### config.mk
export PLATFORM = sky130hd
export DESIGN_NAME = pipe_stage_reg_flat
export DESIGN_NICKNAME = d
export VERILOG_FILES = /design/src/rtl/pipe_stage_reg_if.sv /design/src/rtl/pipe_stage_reg.sv /design/src/flat_wrapper.sv
export SDC_FILE = /design/constraint.sdc
export NUM_CORES = 1
export LEC_CHECK = 0
export BUFFER_PORTS_ARGS = -buffer_cell sky130_fd_sc_hd__buf_2
export CORE_MARGIN = 2
export CORE_UTILIZATION = 45
export DETAILED_ROUTE_END_ITERATION = 12
export PLACE_DENSITY = 0.66
export SYNTH_ARGS = -nofsm -noshare
export SYNTH_HDL_FRONTEND = slang
export SYNTH_SLANG_ARGS = --single-unit
export TNS_END_PERCENT = 1
### constraint.sdc
create_clock -name clk -period 17.38 [get_ports clk]
set_input_delay 2.607 -clock clk [delete_from_list [all_inputs] [get_ports clk]]
set_output_delay 2.607 -clock clk [all_outputs]
set_load 0.03 [all_outputs]
### src/rtl/pipe_stage_reg_if.sv
// Valid/ready handshake bundle carrying a payload and its control bits.
// master drives valid/data/ctrl, slave drives ready.
interface pipe_stage_reg_if #(
    parameter int DATA_W = 96,
    parameter int CTRL_W = 8
);
    logic              valid;
    logic              ready;
    logic [DATA_W-1:0] data;
    logic [CTRL_W-1:0] ctrl;

    modport master (output valid, output data, output ctrl, input ready);
    modport slave  (input valid, input data, input ctrl, output ready);
endinterface

### src/rtl/pipe_stage_reg.sv
// Pipeline stage register with one skid entry and fully registered in_ready.
// Define PIPE_STAGE_REG_PERF_EN to add the stall_cnt/flush_cnt performance counters.
module pipe_stage_reg #(
    parameter int DATA_W = 96,
    parameter int CTRL_W = 8
) (
    input  logic                    clk,
    input  logic                    rst,
    input  logic                    flush,
    pipe_stage_reg_if.slave         in_if,
    pipe_stage_reg_if.master        out_if
`ifdef PIPE_STAGE_REG_PERF_EN
    ,
    output logic [31:0]             stall_cnt,
    output logic [15:0]             flush_cnt
`endif
);

    typedef enum logic [1:0] {
        S_EMPTY = 2'd0,
        S_FULL  = 2'd1,
        S_SKID  = 2'd2
    } state_e;

    state_e            state_q;
    logic              in_ready_q;
    logic              out_valid_q;
    logic [DATA_W-1:0] main_data_q;
    logic [CTRL_W-1:0] main_ctrl_q;
    logic [DATA_W-1:0] skid_data_q;
    logic [CTRL_W-1:0] skid_ctrl_q;

    logic in_fire;
    logic out_fire;

    assign in_fire  = in_if.valid & in_ready_q;
    assign out_fire = out_valid_q & out_if.ready;

    assign in_if.ready  = in_ready_q;
    assign out_if.valid = out_valid_q;
    assign out_if.data  = main_data_q;
    assign out_if.ctrl  = main_ctrl_q;

    // Control bits are zeroed whenever a slot becomes a bubble, so out_ctrl
    // needs no gating on the output path; payload bits are left as they were.
    always_ff @(posedge clk or posedge rst) begin
        if (rst) begin
            state_q     <= S_EMPTY;
            in_ready_q  <= 1'b1;
            out_valid_q <= 1'b0;
            main_data_q <= '0;
            main_ctrl_q <= '0;
            skid_data_q <= '0;
            skid_ctrl_q <= '0;
        end else if (flush) begin
            state_q     <= S_EMPTY;
            in_ready_q  <= 1'b1;
            out_valid_q <= 1'b0;
            main_ctrl_q <= '0;
            skid_ctrl_q <= '0;
        end else begin
            case (state_q)
                S_EMPTY: begin
                    if (in_fire) begin
                        state_q     <= S_FULL;
                        out_valid_q <= 1'b1;
                        main_data_q <= in_if.data;
                        main_ctrl_q <= in_if.ctrl;
                    end
                end
                S_FULL: begin
                    if (in_fire && out_fire) begin
                        main_data_q <= in_if.data;
                        main_ctrl_q <= in_if.ctrl;
                    end else if (in_fire) begin
                        state_q     <= S_SKID;
                        in_ready_q  <= 1'b0;
                        skid_data_q <= in_if.data;
                        skid_ctrl_q <= in_if.ctrl;
                    end else if (out_fire) begin
                        state_q     <= S_EMPTY;
                        out_valid_q <= 1'b0;
                        main_ctrl_q <= '0;
                    end
                end
                S_SKID: begin
                    // in_ready is low here, so only a drain can happen.
                    if (out_fire) begin
                        state_q     <= S_FULL;
                        in_ready_q  <= 1'b1;
                        main_data_q <= skid_data_q;
                        main_ctrl_q <= skid_ctrl_q;
                        skid_ctrl_q <= '0;
                    end
                end
                default: begin
                    state_q     <= S_EMPTY;
                    in_ready_q  <= 1'b1;
                    out_valid_q <= 1'b0;
                    main_ctrl_q <= '0;
                    skid_ctrl_q <= '0;
                end
            endcase
        end
    end

`ifdef PIPE_STAGE_REG_PERF_EN
    logic [31:0] stall_cnt_q;
    logic [15:0] flush_cnt_q;

    // A skid entry implies a valid main entry, so out_valid alone tells
    // whether a flush throws something away.
    always_ff @(posedge clk or posedge rst) begin
        if (rst) begin
            stall_cnt_q <= '0;
            flush_cnt_q <= '0;
        end else begin
            if (out_valid_q && !out_if.ready && (stall_cnt_q != 32'hFFFF_FFFF)) begin
                stall_cnt_q <= stall_cnt_q + 32'd1;
            end
            if (flush && out_valid_q && (flush_cnt_q != 16'hFFFF)) begin
                flush_cnt_q <= flush_cnt_q + 16'd1;
            end
        end
    end

    assign stall_cnt = stall_cnt_q;
    assign flush_cnt = flush_cnt_q;
`endif

endmodule

### src/flat_wrapper.sv
// flat-port wrapper written by rule: the top's interface ports become plain ports
module pipe_stage_reg_flat 
#(
    parameter int DATA_W = 96,
    parameter int CTRL_W = 8
)
  (clk, rst, flush, in_if_valid, in_if_data, in_if_ctrl, in_if_ready, out_if_valid, out_if_data, out_if_ctrl, out_if_ready);
  pipe_stage_reg_if #(.DATA_W(DATA_W), .CTRL_W(CTRL_W)) in_if_i ();
  pipe_stage_reg_if #(.DATA_W(DATA_W), .CTRL_W(CTRL_W)) out_if_i ();
  input  logic clk;
  input  logic rst;
  input  logic flush;
  input wire logic [$bits(in_if_i.valid)-1:0] in_if_valid;
  input wire logic [$bits(in_if_i.data)-1:0] in_if_data;
  input wire logic [$bits(in_if_i.ctrl)-1:0] in_if_ctrl;
  output wire logic [$bits(in_if_i.ready)-1:0] in_if_ready;
  output wire logic [$bits(out_if_i.valid)-1:0] out_if_valid;
  output wire logic [$bits(out_if_i.data)-1:0] out_if_data;
  output wire logic [$bits(out_if_i.ctrl)-1:0] out_if_ctrl;
  input wire logic [$bits(out_if_i.ready)-1:0] out_if_ready;
  assign in_if_i.valid = in_if_valid;
  assign in_if_i.data = in_if_data;
  assign in_if_i.ctrl = in_if_ctrl;
  assign in_if_ready = in_if_i.ready;
  assign out_if_valid = out_if_i.valid;
  assign out_if_data = out_if_i.data;
  assign out_if_ctrl = out_if_i.ctrl;
  assign out_if_i.ready = out_if_ready;
  pipe_stage_reg #(.DATA_W(DATA_W), .CTRL_W(CTRL_W)) u_core (.clk(clk), .rst(rst), .flush(flush), .in_if(in_if_i), .out_if(out_if_i));
endmodule
* Yosys cells after proc, flatten, opt, wreduce, memory -nomap -nowiden
Cells that the tools add are included. W data, S select, Z words.
Cells by class: $mul 0, shifts and indexed selects 0, div/mod/pow operators 0, add/sub/neg operators 0, magnitude comparators 0, bitwise gates (word level) 4, equal/unequal tests 16, reduce and logical (&&, ||, !) cells 9, mux-type cells 32
Operators with widths (count):
- $mux W96 | 3
- $pmux W96 S3 | 1
- $mux W8 | 8
- $pmux W8 S3 | 2
- $reduce_and A4 Y1 | 4
- $mux W2 | 6
- $ne A3 B2 Y1 const B | 4
- $reduce_and A5 Y1 | 2
- $mux W1 | 9
- $ne A4 B2 Y1 const B | 2
- $ne A2 B1 Y1 const B | 3
- $ne A3 B3 Y1 const B | 2
- $pmux W1 S3 | 2
- $pmux W2 S3 | 1
- $ne A2 B2 Y1 const B | 2
- $ne A4 B4 Y1 const B | 1
- $reduce_bool A3 Y1 | 1
- $and A1 B1 Y1 | 2
- $eq A2 B1 Y1 const B | 1
- $eq A2 B2 Y1 const B | 1
- $logic_not A2 Y1 | 1
- $not A1 Y1 | 2
- $logic_and A1 B1 Y1 | 1
Word-level totals: ROM bits 0, bits of input ports 109, memory bits (writable) 0, bits in latches 0, flip-flop bits (word level) 212, memories 0

* Logic depth before layout (Yosys ltp)
Gate-level depths: netlist (run 1).
word-level depth 6, depth in mapped cells 8, mapped depth without buffers 4

* Least setup slack after synthesis (run 1)
OpenSTA, ideal clock, no wires.
path type input port to flip-flop, start input out_if_ready, end register u_core.skid_data_q[0], data arrival time 3.823 ns, slack 13.440 ns, stages 8, buffers on the path 4, cell sequence and2_1 buf_2 or4_1 buf_2 buf_6 buf_6 nand2_1 nand2_1
Between the ends: cells in the longest elaborated chain, start to end 4
Ends and longest elaborated chain:
- start, declared | RTL line flat_wrapper.sv:20 | input wire logic [$bits(out_if_i.ready)-1:0] out_if_ready;
- $and A1 B1 Y1 | RTL line pipe_stage_reg.sv:37 | assign out_fire = out_valid_q & out_if.ready;
- $logic_and A1 B1 Y1 | RTL line pipe_stage_reg.sv:72 | if (in_fire && out_fire) begin
- $not A1 Y1 (no line)
- $reduce_and A4 Y1 (no line)
- end signal, assigned | RTL line pipe_stage_reg.sv:78 | skid_data_q <= in_if.data;
- end, declared | RTL line pipe_stage_reg.sv:30 | logic [DATA_W-1:0] skid_data_q;
Every way passes these cells. A chain may end at the register's enable or synchronous reset.

* Worst setup path after layout (run 1)
start input in_if_valid, end register u_core.main_data_q[69], in the netlist u_core.out_if.data[69]
Between the ends: cells in the longest elaborated chain, start to end 4
Ends and longest elaborated chain:
- start, declared | RTL line flat_wrapper.sv:13 | input wire logic [$bits(in_if_i.valid)-1:0] in_if_valid;
- $and A1 B1 Y1 * | RTL line pipe_stage_reg.sv:36 | assign in_fire = in_if.valid & in_ready_q;
- $logic_and A1 B1 Y1 | RTL line pipe_stage_reg.sv:72
- $ne A2 B1 Y1 (no line)
- $reduce_and A5 Y1 (no line) *
- end signal, assigned | RTL line pipe_stage_reg.sv:67 | main_data_q <= in_if.data;
- end signal, assigned | RTL line pipe_stage_reg.sv:73 | main_data_q <= in_if.data;
- end signal, assigned | RTL line pipe_stage_reg.sv:91 | main_data_q <= skid_data_q;
- end, declared | RTL line pipe_stage_reg.sv:28 | logic [DATA_W-1:0] main_data_q;
Mark *: on every way between the ends. The rest lies on a longest branch, timed or not.

==> results of run 1 <==
[cell type report]
cell class	instances	area (µm²)	share of cell area [%]
flip-flops and latches	212	5310	45.6
multi-input cells	574	4010	34.4
repair buffers	221	1120	9.65
clock buffers	36	727	6.24
well taps	275	344	2.95
clock inverters	6	83.8	0.720
inverters	10	45.0	0.387
diodes	4	10.0	0.0859
[cell families (layout without fill, tap and decap cells)]
logic type | count (synthesis) | after routing | synth area share, %
AOI/OAI and AO/OA | 48 | 48 | 3.15
buffers and inverters | 61 | 273 | 3.61
DFF | 212 | 212 | 55.0
and+or+nand+nor | 326 | 326 | 13.4
muxes | 200 | 200 | 24.8
other | 0 | 4 | 0
[tightest hold or removal path, cell delays in order, from the launching register on]
cell and delay, ns:
sky130_fd_sc_hd__dfrtp_1 0.34, sky130_fd_sc_hd__nand2_1 0.05, sky130_fd_sc_hd__nand2_1 0.05
[power by group]
group	internal [µW]	leakage, µW	switching (µW)
logic	260	0.00286	408
registers	704	0.00261	114
clock network	317	0.000401	195
[through the flow]
| stage | std cells | area (µm²) |
|---|---|---|
| after floorplan | 847 | 9640 |
| after global placement | 1292 | 10800 |
| after detailed placement | 1292 | 10800 |
| after CTS | 1334 | 11600 |
| after global routing | 1336 | 11600 |
| final | 1338 | 11600 |
[cell usage after synthesis, types with 6 or more instances]
library cell and count:
sky130_fd_sc_hd__a21oi_1 13, sky130_fd_sc_hd__o32ai_1 7, sky130_fd_sc_hd__clkbuf_1 9, sky130_fd_sc_hd__o21ai_0 14, sky130_fd_sc_hd__dfrtp_1 211, sky130_fd_sc_hd__inv_1 9
sky130_fd_sc_hd__nor2_1 8, sky130_fd_sc_hd__mux2i_1 8, sky130_fd_sc_hd__buf_2 29, sky130_fd_sc_hd__mux2_1 6, sky130_fd_sc_hd__mux2_2 146, sky130_fd_sc_hd__buf_6 10
sky130_fd_sc_hd__mux2_4 40, sky130_fd_sc_hd__nand2_1 299
[sequential cells by signal, indices dropped and copies added, names as in the netlist]
name                 flops
u_core.skid_ctrl_q       8
u_core.in_if.ready       1
u_core.out_if.data      96
u_core.out_if.valid      1
u_core.state_q           2
u_core.out_if.ctrl       8
u_core.skid_data_q      96
[path summary, 6_finish.rpt]
kind                                                   start                                 end  slack [ns]  cells after the start
max                                              in_if_valid  u_core.out_if.data[69]$_DFFE_PP0P_       12.78                      6
max in group asynchronous                                rst  u_core.skid_data_q[30]$_DFFE_PP0P_       13.50                      3
min reg2reg                u_core.skid_data_q[4]$_DFFE_PP0P_   u_core.skid_data_q[4]$_DFFE_PP0P_        0.47                      2
max reg2reg                    u_core.state_q[1]$_DFFE_PP0P_  u_core.out_if.data[69]$_DFFE_PP0P_       14.05                      5
min                        u_core.skid_data_q[4]$_DFFE_PP0P_   u_core.skid_data_q[4]$_DFFE_PP0P_        0.47                      2
min in group asynchronous                                rst  u_core.out_if.data[80]$_DFFE_PP0P_        2.27                      2
[metal layers]
layer  track usage (%)  up-vias  part of all wire, %
li1                  -     3226                    -
met1              25.6     3287                   45
met2              29.6      210                   45
met3              6.03       28                  9.0
met4              4.39        2                  1.5
met5                 0        -                0.051
==> impl_results.md, run 1 <==
- HPWL after detailed placement: 13.5 mm
- Sequential element share of the synthesized area: 55.0%
- Cells after synthesis: 847
- Delay of the slowest cell on the worst path: 0.78 ns
- Worst hold slack: 0.470 ns
- Wire length of the first global-routing pass: 34.6 mm
- Synth Cell Area: 9640 µm²
- Most frequent standard cell in the layout excluding fill and tap cells: sky130_fd_sc_hd__nand2_1
- Worst Max-Slew Pin Slew: 1.04 ns
- Global placer's final weighted congestion: 0.807
- Antenna violations before repair: 4
- Count of unresolved DRC violations after routing: 0
- Pre-antenna DRT Iters: 5
- Power density cells: 172 nW/µm²
- Std cell rows: 53
- Area fraction of the dominant cell type after synthesis: 54.8%
- Number of buffers created by CTS: 24
- Final Util: 55.4%
- WL/cell: 16.2 µm
- EDFF count, synth: 0
- Iteration-0 DRC Markers: 351
- Post-cts repair resize count: 0
- Total I/O pin count: 215
- Top cells by area, synth: sky130_fd_sc_hd__dfrtp_1 (55%), sky130_fd_sc_hd__mux2_2 (17%), sky130_fd_sc_hd__nand2_1 (12%)
- Minimum clock period after layout: 4.60 ns
- Endpoint class of the critical path: flip-flop
- Clock Path Buffers: 3
- Ordered list of cells on the worst path: buf_2 -> nand4_2 -> o211ai_1 -> nand2b_4 -> buf_4 -> mux2_2
- Launching element type of the critical path: primary input
- Layout Skew: 0.0116 ns
- Clock Latency Late Sink: 0.50 ns
- TritonCTS clock tree: done
- Sum of negative setup slack: 0 ns
- Top_reg_cell synth: sky130_fd_sc_hd__dfrtp_1
- Number of sinks driven by the clock tree: 212
- Classification of the worst setup path: in2reg
- Floorplan die width: 150 µm
- Core box area: 21000 µm²
- Final setup fails: 0
- Overall overflow remaining after global route: 0
- Number of hold-repair buffers added at the cts stage: 0
- Number of buffers and inverters on the critical path: 2
- Final ANT Viol Nets: 0
- Max frequency: 218 MHz
- Largest fanout on the critical path: 56
- Routed via count: 6753
- Flops & latches, synth: 212
- Number of global-route vias before repair: 6767
- Clock root cell: sky130_fd_sc_hd__clkbuf_16
- Nets@finish: 1152
- All-Layer GR Usage: 18.8%
- Clock-pin transition on the worst setup and hold timing paths: 0.06 ns
- Starting Density: 45.9%
- Share of final-layout standard cells stronger than drive strength 1: 42.7%
- Hold crit path type: reg2reg
- Routed wire length: 21.7 mm
- Final critical-path setup slack: 12.78 ns
- Data arrival, critical path: 4.97 ns
- Net count of the mapped netlist: 956
- Relative slew margins: 30.5%
- Biggest area consumer among synthesized cells: sky130_fd_sc_hd__dfrtp_1
- Worst setup slack after placement: 12.25 ns
- Max-capacitance violation count: 0
- Period utilisation layout: 26.4%
- Pin count of the biggest net entering global routing: 131
- Pwr Total: 2000 µW
- Hold violation count in the final report: 0
- Syn avg cell area: 11.4 µm²
- WP data required: 17.76 ns
- Max Transition Viols Final: 0
- Most frequent cells in the layout: sky130_fd_sc_hd__nand2_1 (299), sky130_fd_sc_hd__buf_2 (214), sky130_fd_sc_hd__dfrtp_1 (211), sky130_fd_sc_hd__mux2_2 (146), sky130_fd_sc_hd__mux2_4 (40)
- Outcome: finished clean
- Filler cell count: 1819
- DR vias/cell: 5.05
- Cell type group with the largest total delay on the critical path: buffers and inverters
- Syn. warnings: 0
- Crit path max-delay cell type: sky130_fd_sc_hd__buf_4
- DIE HEIGHT: 150 µm
- Standby leakage power: 0.00587 µW
- FFs w/ async S/R, synth: 100%
- Area enclosed by the die boundary: 22600 µm²
- Peak supply drop: 0.0000982 V
- Area growth, synth to finish: 20.8%
- Post-CTS Repair Setup Buffers: 0
- Number of library cell types mapped by synthesis: 38
- Setup repair after global routing missed its margin: no
- Maximum level of the CTS H-tree: 1
- Quantity of I/O buffers inserted on ports: 214
(Power assumes the default switching activity.)
==> run 2: changes to the inputs <==
ABC_AREA = 1   (was unset)
PLACE_DENSITY = 0.69   (was 0.66)
clock period = 4 ns   (was 17.38 ns; I/O delays follow)
==> run 2 against run 1 <==
  * Critical path depth increased by 2
  * Global-route usage increased by 1.6 points
  * Sequential power increased to 4.4 times the previous value
  * First-iteration DRC count increased by 25%
  * Worst hold slack got worse by 0.23 ns
  * Synthesized area decreased by 2.4%
  * Largest cell class unchanged
  * Final area decreased by 2.0%
  * Highest routed layer unchanged
  * Clock skew decreased by 0.0019 ns
==> impl_results.md, run 2 <==
- Top_reg_cell synth: sky130_fd_sc_hd__dfrtp_1
- Overall overflow remaining after global route: 0 (unchanged)
- Delay of the slowest cell on the worst path: 0.74 ns (-0.04 ns)
- Area enclosed by the die boundary: 22100 µm² (-2.3%)
- Starting Density: 46.2% (+0.34 points)
- Syn avg cell area: 7.97 µm² (-30%)
- Final critical-path setup slack: 1.30 ns (-11.48 ns)
- Biggest area consumer among synthesized cells: sky130_fd_sc_hd__dfrtp_1
- Hold violation count in the final report: 0 (unchanged)
- Final Util: 56.1% (+0.65 points)
- Filler cell count: 1877 (+3.2%)
- Synth Cell Area: 9410 µm² (-2.4%)
- Critical R2R Launch: u_core.state_q[1]$_DFFE_PP0P_
- Power density cells: 776 nW/µm² (+350%)
- Sum of negative setup slack: 0 ns (unchanged)
- Hold crit path type: in2async
- Pre-antenna DRT Iters: 5 (unchanged)
- Clock root cell: sky130_fd_sc_hd__clkbuf_16
- Period utilisation layout: 67.4%
- Iteration-0 DRC Markers: 439 (+25%)
- Most frequent standard cell in the layout excluding fill and tap cells: sky130_fd_sc_hd__nand2_1
- Number of standard cells in the layout, taps in and fillers out: 1653 (+24%)
- Floorplan die width: 149 µm (-1.2%)
- Net count of the mapped netlist: 1289 (+35%)
- Number of buffers created by CTS: 24 (unchanged)
- WL/cell: 13.7 µm (-16%)
- Number of global-route vias before repair: 7312 (+8.1%)
- Clock Latency Late Sink: 0.50 ns (about the same)
- All-Layer GR Usage: 20.4% (+1.6 points)
- Top cells by area, synth: sky130_fd_sc_hd__dfrtp_1 (56%), sky130_fd_sc_hd__nand2_1 (22%), sky130_fd_sc_hd__o21ai_0 (6.2%)
- Worst hold slack: 0.242 ns (-0.228 ns)
- Number of hold-repair buffers added at the cts stage: 0 (unchanged)
- Reg-to-reg slack, setup: 1.30 ns (-12.75 ns)
- Capture instance of the worst register-to-register path: u_core.out_if.ctrl[1]$_DFFE_PP0P_
- Routed wire length: 22.6 mm (+4.1%)
- Peak supply drop: 0.000368 V (+280%)
- Minimum clock period after layout: 2.70 ns
- EDFF count, synth: 0 (unchanged)
- Most frequent cells in the layout: sky130_fd_sc_hd__nand2_1 (547), sky130_fd_sc_hd__buf_2 (214), sky130_fd_sc_hd__dfrtp_1 (211), sky130_fd_sc_hd__o21ai_0 (116), sky130_fd_sc_hd__inv_1 (101)
- Standby leakage power: 0.00628 µW (+7.1%)
- Maximum level of the CTS H-tree: 1 (unchanged)
- Std cell rows: 52 (-1.9%)
- Worst Max-Slew Pin Slew: 1.10 ns (+0.0588 ns)
- Post-CTS Repair Setup Buffers: 0 (unchanged)
- Data arrival, critical path: 3.14 ns (-1.83 ns)
- Antenna violations before repair: 3 (-1)
- Layout Skew: 0.00972 ns (-0.00189 ns)
- Max-capacitance violation count: 0 (unchanged)
- Final ANT Viol Nets: 0 (unchanged)
- Sequential element share of the synthesized area: 56.4% (+1.4 points)
- Most frequent CP cell: sky130_fd_sc_hd__nand2_1
- Max frequency: 371 MHz
- DIE HEIGHT: 149 µm (-1.2%)
- DR vias/cell: 4.83 (-4.4%)
- Post-cts repair resize count: 0 (unchanged)
- Core box area: 20400 µm² (-3.1%)
- TritonCTS clock tree: done
- Classification of the worst setup path: reg2reg
- Ordered list of cells on the worst path: inv_4 -> nor2_8 -> buf_4 -> buf_4 -> nand2_1 -> nand3_1 -> nand2_1 -> nand2_1
- FFs w/ async S/R, synth: 100% (unchanged)
- HPWL after detailed placement: 14.1 mm (+4.6%)
- Total instance count after detailed placement: 1608 (+24%)
- Number of library cell types mapped by synthesis: 23 (-39%)
- Share of final-layout standard cells stronger than drive strength 1: 20.1% (-23 points)
- Largest fanout on the critical path: 115 (+110%)
- Routed via count: 7979 (+18%)
- Nets@finish: 1473 (+28%)
- Syn. warnings: 0 (unchanged)
- WP data required: 4.44 ns (-13.32 ns)
- Quantity of I/O buffers inserted on ports: 214 (unchanged)
- Most frequent cells after synthesis: sky130_fd_sc_hd__nand2_1 (547), sky130_fd_sc_hd__dfrtp_1 (211), sky130_fd_sc_hd__o21ai_0 (116)
- Clock-pin transition on the worst setup and hold timing paths: 0.06 ns (about the same)
- Launch point of the critical path: u_core.state_q[1]$_DFFE_PP0P_
- Area fraction of the dominant cell type after synthesis: 56.1% (+1.3 points)
- Total I/O pin count: 215 (unchanged)
- Max Transition Viols Final: 0 (unchanged)
- Endpoint class of the critical path: flip-flop
- Number of sinks driven by the clock tree: 212 (unchanged)
- Area growth, synth to finish: 21.3%
- Setup repair after global routing missed its margin: no
- Cells after synthesis: 1180 (+39%)
- Crit path max-delay cell type: sky130_fd_sc_hd__buf_4
- Launching element type of the critical path: flip-flop
- Pin count of the biggest net entering global routing: 135 (+3.1%)
- Worst setup slack after placement: 1.34 ns (-10.91 ns)
- Global placer's final weighted congestion: 0.830 (+2.9%)
- Outcome: finished clean
- Flops & latches, synth: 212 (unchanged)
- Relative slew margins: 26.5% (-3.9 points)
- End of the critical path: u_core.out_if.ctrl[1]$_DFFE_PP0P_
- Clock Path Buffers: 3 (unchanged)
- Cell depth of the worst flop-to-flop path: 8 (+3)
- Leading cell type by number of instances after synthesis: sky130_fd_sc_hd__nand2_1
- Count of unresolved DRC violations after routing: 0 (unchanged)
- Wire length of the first global-routing pass: 36.9 mm (+6.6%)
- Final setup fails: 0 (unchanged)
-- run 2: cell count changes after synthesis, sizes merged, moves of 11 or more --
cell   delta
nand2   +251
inv      +97
nor2     +11
a21oi    -12
mux2    -192
o21ai   +187
nand3    +20
-- run 2: cell type report --
cell class	instances	area (µm²)	area share (%)
Multi-Input combinational cell	797	3360	29.4
Clock buffer	39	778	6.82
Clock inverter	5	50.0	0.438
Inverter	106	408	3.57
Timing Repair Buffer	223	1180	10.3
Tap cell	270	338	2.96
Sequential cell	212	5310	46.5
Antenna cell	1	2.50	0.0219
-- run 2: how the worst min path moves through the flow --
| stage | start | endpoint | slack [ns] | cells after the start |
|---|---|---|---|---|
| floorplan | u_core.skid_ctrl_q[0]$_DFFE_PP0P_ | u_core.skid_ctrl_q[0]$_DFFE_PP0P_ | 0.44 | 2 |
| global placement | u_core.out_if.data[47]$_DFFE_PP0P_ | u_core.out_if.data[47]$_DFFE_PP0P_ | 0.46 | 2 |
| detailed placement | u_core.out_if.data[57]$_DFFE_PP0P_ | u_core.out_if.data[57]$_DFFE_PP0P_ | 0.46 | 2 |
| CTS | rst | u_core.out_if.data[35]$_DFFE_PP0P_ | 0.26 | 3 |
| global route | rst | u_core.out_if.data[32]$_DFFE_PP0P_ | 0.26 | 3 |
| finish | rst | u_core.out_if.data[35]$_DFFE_PP0P_ | 0.24 | 3 |
-- run 2: cell families (layout without fill, tap and decap cells) --
group / count (synthesis) / in the layout / share of synthesized area [%]
AOI/OAI and AO/OA: 203 / 203 / 10.9
buffers and inverters: 171 / 373 / 8.10
DFF: 212 / 212 / 56.4
other: 0 / 1 / 0
and+or+nand+nor: 594 / 594 / 24.6
-- run 2: metrics by stage --
stage          total power, µW  instance area, µm²
3_3_place_gp              6590               10600
5_1_grt                   9450               11400
6_report                  8860               11400
2_1_floorplan             5740                9410
4_1_cts                   8950               11400
3_5_place_dp              6670               10600
-- run 2: critical path, delay by kind of cell, from the launching register on --
family	cells	cell delay (ns)
and+or+nand+nor	5	0.47
DFF	1	0.57
buffers and inverters	3	1.50
-- run 2: power breakdown --
| group | switching [µW] | internal [µW] |
|---|---|---|
| clock | 852 | 1390 |
| combinational | 2110 | 908 |
| sequential | 512 | 3080 |
| total | 3480 | 5380 |
-- run 2: layer usage --
metal  up-vias  share of wire (%)  GRT usage (%)
met5         -               0.12              0
met4         4                2.0           5.86
met3        35                4.8           3.22
met2       180                 47           32.2
met1      3731                 46           29.5
li1       4029                  -              -
==> run 3: changes to the inputs <==
ABC_AREA = 0   (was 1)
PLACE_DENSITY = 0.66   (was 0.69)
clock period = 2.65 ns   (was 4 ns; I/O delays follow)
==> run 3 against run 2 <==
  * Global-route usage shrank 1.5 points
  * Worst hold slack got worse by 0.15 ns
  * Critical endpoint is now u_core.skid_data_q[36]$_DFFE_PP0P_
  * Routed wire length is 4.4% lower
  * Clock-buffer cell count down 7
  * Clock power increased by 42%
  * Register-to-register slack got worse by 0.70 ns
  * Sequential share of layout area decreased by 1.4 points
==> impl_results.md, run 3 (same netlist as run 1, synthesis figures left out) <==
- Sum of negative setup slack: 0 ns (unchanged)
- Pre-antenna DRT Iters: 6 (+1)
- Global placer's final weighted congestion: 0.788 (-5.1%)
- Final ANT Viol Nets: 0 (unchanged)
- Count of unresolved DRC violations after routing: 0 (unchanged)
- Final critical-path setup slack: 0.605 ns (-0.700 ns)
- Classification of the worst setup path: reg2reg
- WL/cell: 16.0 µm (+17%)
- Worst Max-Slew Pin Slew: 0.578 ns (-0.524 ns)
- Number of buffers created by CTS: 24 (unchanged)
- Most frequent cells in the layout: sky130_fd_sc_hd__nand2_1 (299), sky130_fd_sc_hd__buf_2 (214), sky130_fd_sc_hd__dfrtp_1 (211), sky130_fd_sc_hd__mux2_2 (146), sky130_fd_sc_hd__mux2_4 (40)
- Pwr Total: 12900 µW (+46%)
- Number of global-route vias before repair: 6680 (-8.6%)
- Max Transition Viols Final: 0 (unchanged)
- WP data required: 3.04 ns (-1.40 ns)
- TritonCTS clock tree: done
- Quantity of I/O buffers inserted on ports: 214 (unchanged)
- Minimum clock period after layout: 2.04 ns (-0.650 ns)
- Worst setup slack after placement: 0.610 ns (-0.734 ns)
- Clock root cell: sky130_fd_sc_hd__clkbuf_16
- Setup repair after global routing missed its margin: no
- Standby leakage power: 0.00593 µW (-5.6%)
- Power density cells: 1100 nW/µm² (+42%)
- Largest fanout on the critical path: 51 (-56%)
- Antenna violations before repair: 3 (unchanged)
- Post-CTS Repair Setup Buffers: 0 (unchanged)
- Endpoint class of the critical path: flip-flop
- Hold violation count in the final report: 0 (unchanged)
- Share of final-layout standard cells stronger than drive strength 1: 43.3% (+23 points)
- Routed wire length: 21.6 mm (-4.4%)
- Most frequent standard cell in the layout excluding fill and tap cells: sky130_fd_sc_hd__nand2_1
- Max-capacitance violation count: 0 (unchanged)
- Core box area: 21000 µm² (+3.2%)
- Data arrival, critical path: 2.43 ns (-0.71 ns)
- Max frequency: 489 MHz (+32%)
- HPWL after detailed placement: 13.9 mm (-1.3%)
- All-Layer GR Usage: 18.9% (-1.5 points)
- Area growth, synth to finish: 22.1%
- Peak supply drop: 0.000740 V (+100%)
- Layout Skew: 0.0174 ns (+0.00772 ns)
- DIE HEIGHT: 150 µm (+1.2%)
- Hold crit path type: in2reg
- Clock Path Buffers: 3 (unchanged)
- Clock Latency Late Sink: 0.51 ns (about the same)
- Filler cell count: 1823 (-2.9%)
- Routed via count: 6754 (-15%)
- Iteration-0 DRC Markers: 328 (-25%)
- Relative slew margins: 61.5% (+35 points)
- Number of sinks driven by the clock tree: 212 (unchanged)
- Overall overflow remaining after global route: 0 (unchanged)
- Nets@finish: 1165 (-21%)
- Total I/O pin count: 215 (unchanged)
- Clock-pin transition on the worst setup and hold timing paths: 0.06 ns (about the same)
- DR vias/cell: 5.01 (+3.7%)
- Outcome: finished clean
- Final setup fails: 0 (unchanged)
- Worst hold slack: 0.0921 ns (-0.150 ns)
- Wire length of the first global-routing pass: 34.5 mm (-6.4%)
- Std cell rows: 53 (+1.9%)
- Period utilisation layout: 77.2% (+9.8 points)
- Starting Density: 45.9% (-0.34 points)
- Maximum level of the CTS H-tree: 1 (unchanged)
- Pin count of the biggest net entering global routing: 101 (-25%)
- Area enclosed by the die boundary: 22600 µm² (+2.4%)
- Launching element type of the critical path: flip-flop
- Floorplan die width: 150 µm (+1.2%)
run 3: repair_timing:
item,in CTS,in global routing
setup endpoints to repair,0,0
gates resized for setup,0,0
hold buffers,1,0
endpoints found under the hold margin,14,0
run 3: final timing paths:
kind	startpoint	cells after the start	end	slack, ns
min	in_if_data[67]	3	u_core.skid_data_q[67]$_DFFE_PP0P_	0.09
max	u_core.in_if.ready$_DFFE_PP1P_	5	u_core.skid_data_q[36]$_DFFE_PP0P_	0.61
min in group asynchronous	rst	3	u_core.skid_data_q[39]$_DFFE_PP0P_	0.45
min reg2reg	u_core.skid_data_q[92]$_DFFE_PP0P_	2	u_core.skid_data_q[92]$_DFFE_PP0P_	0.47
max in group asynchronous	rst	4	u_core.skid_data_q[80]$_DFFE_PP0P_	1.34
max reg2reg	u_core.in_if.ready$_DFFE_PP1P_	5	u_core.skid_data_q[36]$_DFFE_PP0P_	0.61
run 3: critical path: stages (launching register included):
cell	delay (ns)
sky130_fd_sc_hd__dfstp_2	0.62
sky130_fd_sc_hd__nand2_1	0.19
sky130_fd_sc_hd__or4_4	0.55
sky130_fd_sc_hd__buf_4	0.31
sky130_fd_sc_hd__nand2_1	0.15
sky130_fd_sc_hd__nand2_1	0.06
run 3: per-layer routing:
metal  global-route usage, %  vias up  share of wire, %
li1                        -     3258                 -
met1                    26.1     3276                46
met2                    29.6      183                45
met3                    5.55       35               7.9
met4                    4.29        2               1.8
met5                       0        -             0.032
run 3: final cells by class:
class / count / area [µm²] / share of cell area [%]
Antenna cell: 3 / 7.51 / 0.0638
Clock buffer: 32 / 682 / 5.79
Clock inverter: 9 / 72.6 / 0.616
Inverter: 10 / 41.3 / 0.351
Multi-Input combinational cell: 574 / 4010 / 34.0
Sequential cell: 212 / 5310 / 45.1
Tap cell: 275 / 344 / 2.92
Timing Repair Buffer: 234 / 1310 / 11.1
run 3: where the power goes:
group,internal (µW),total (µW),switching [µW]
registers,4620,5340,721
clock network,1890,3170,1280
logic,1750,4440,2690
run 3: through the flow:
| stage | instances | cell area, µm² | utilization, % |
|---|---|---|---|
| 2_1_floorplan | 847 | 9640 | - |
| 5_1_grt | 1346 | 11800 | 56.0 |
| 4_1_cts | 1346 | 11800 | 56.0 |
| 3_5_place_dp | 1304 | 11000 | 52.3 |
| 6_report | 1349 | 11800 | 56.0 |
| 3_3_place_gp | 1304 | 11000 | 52.3 |
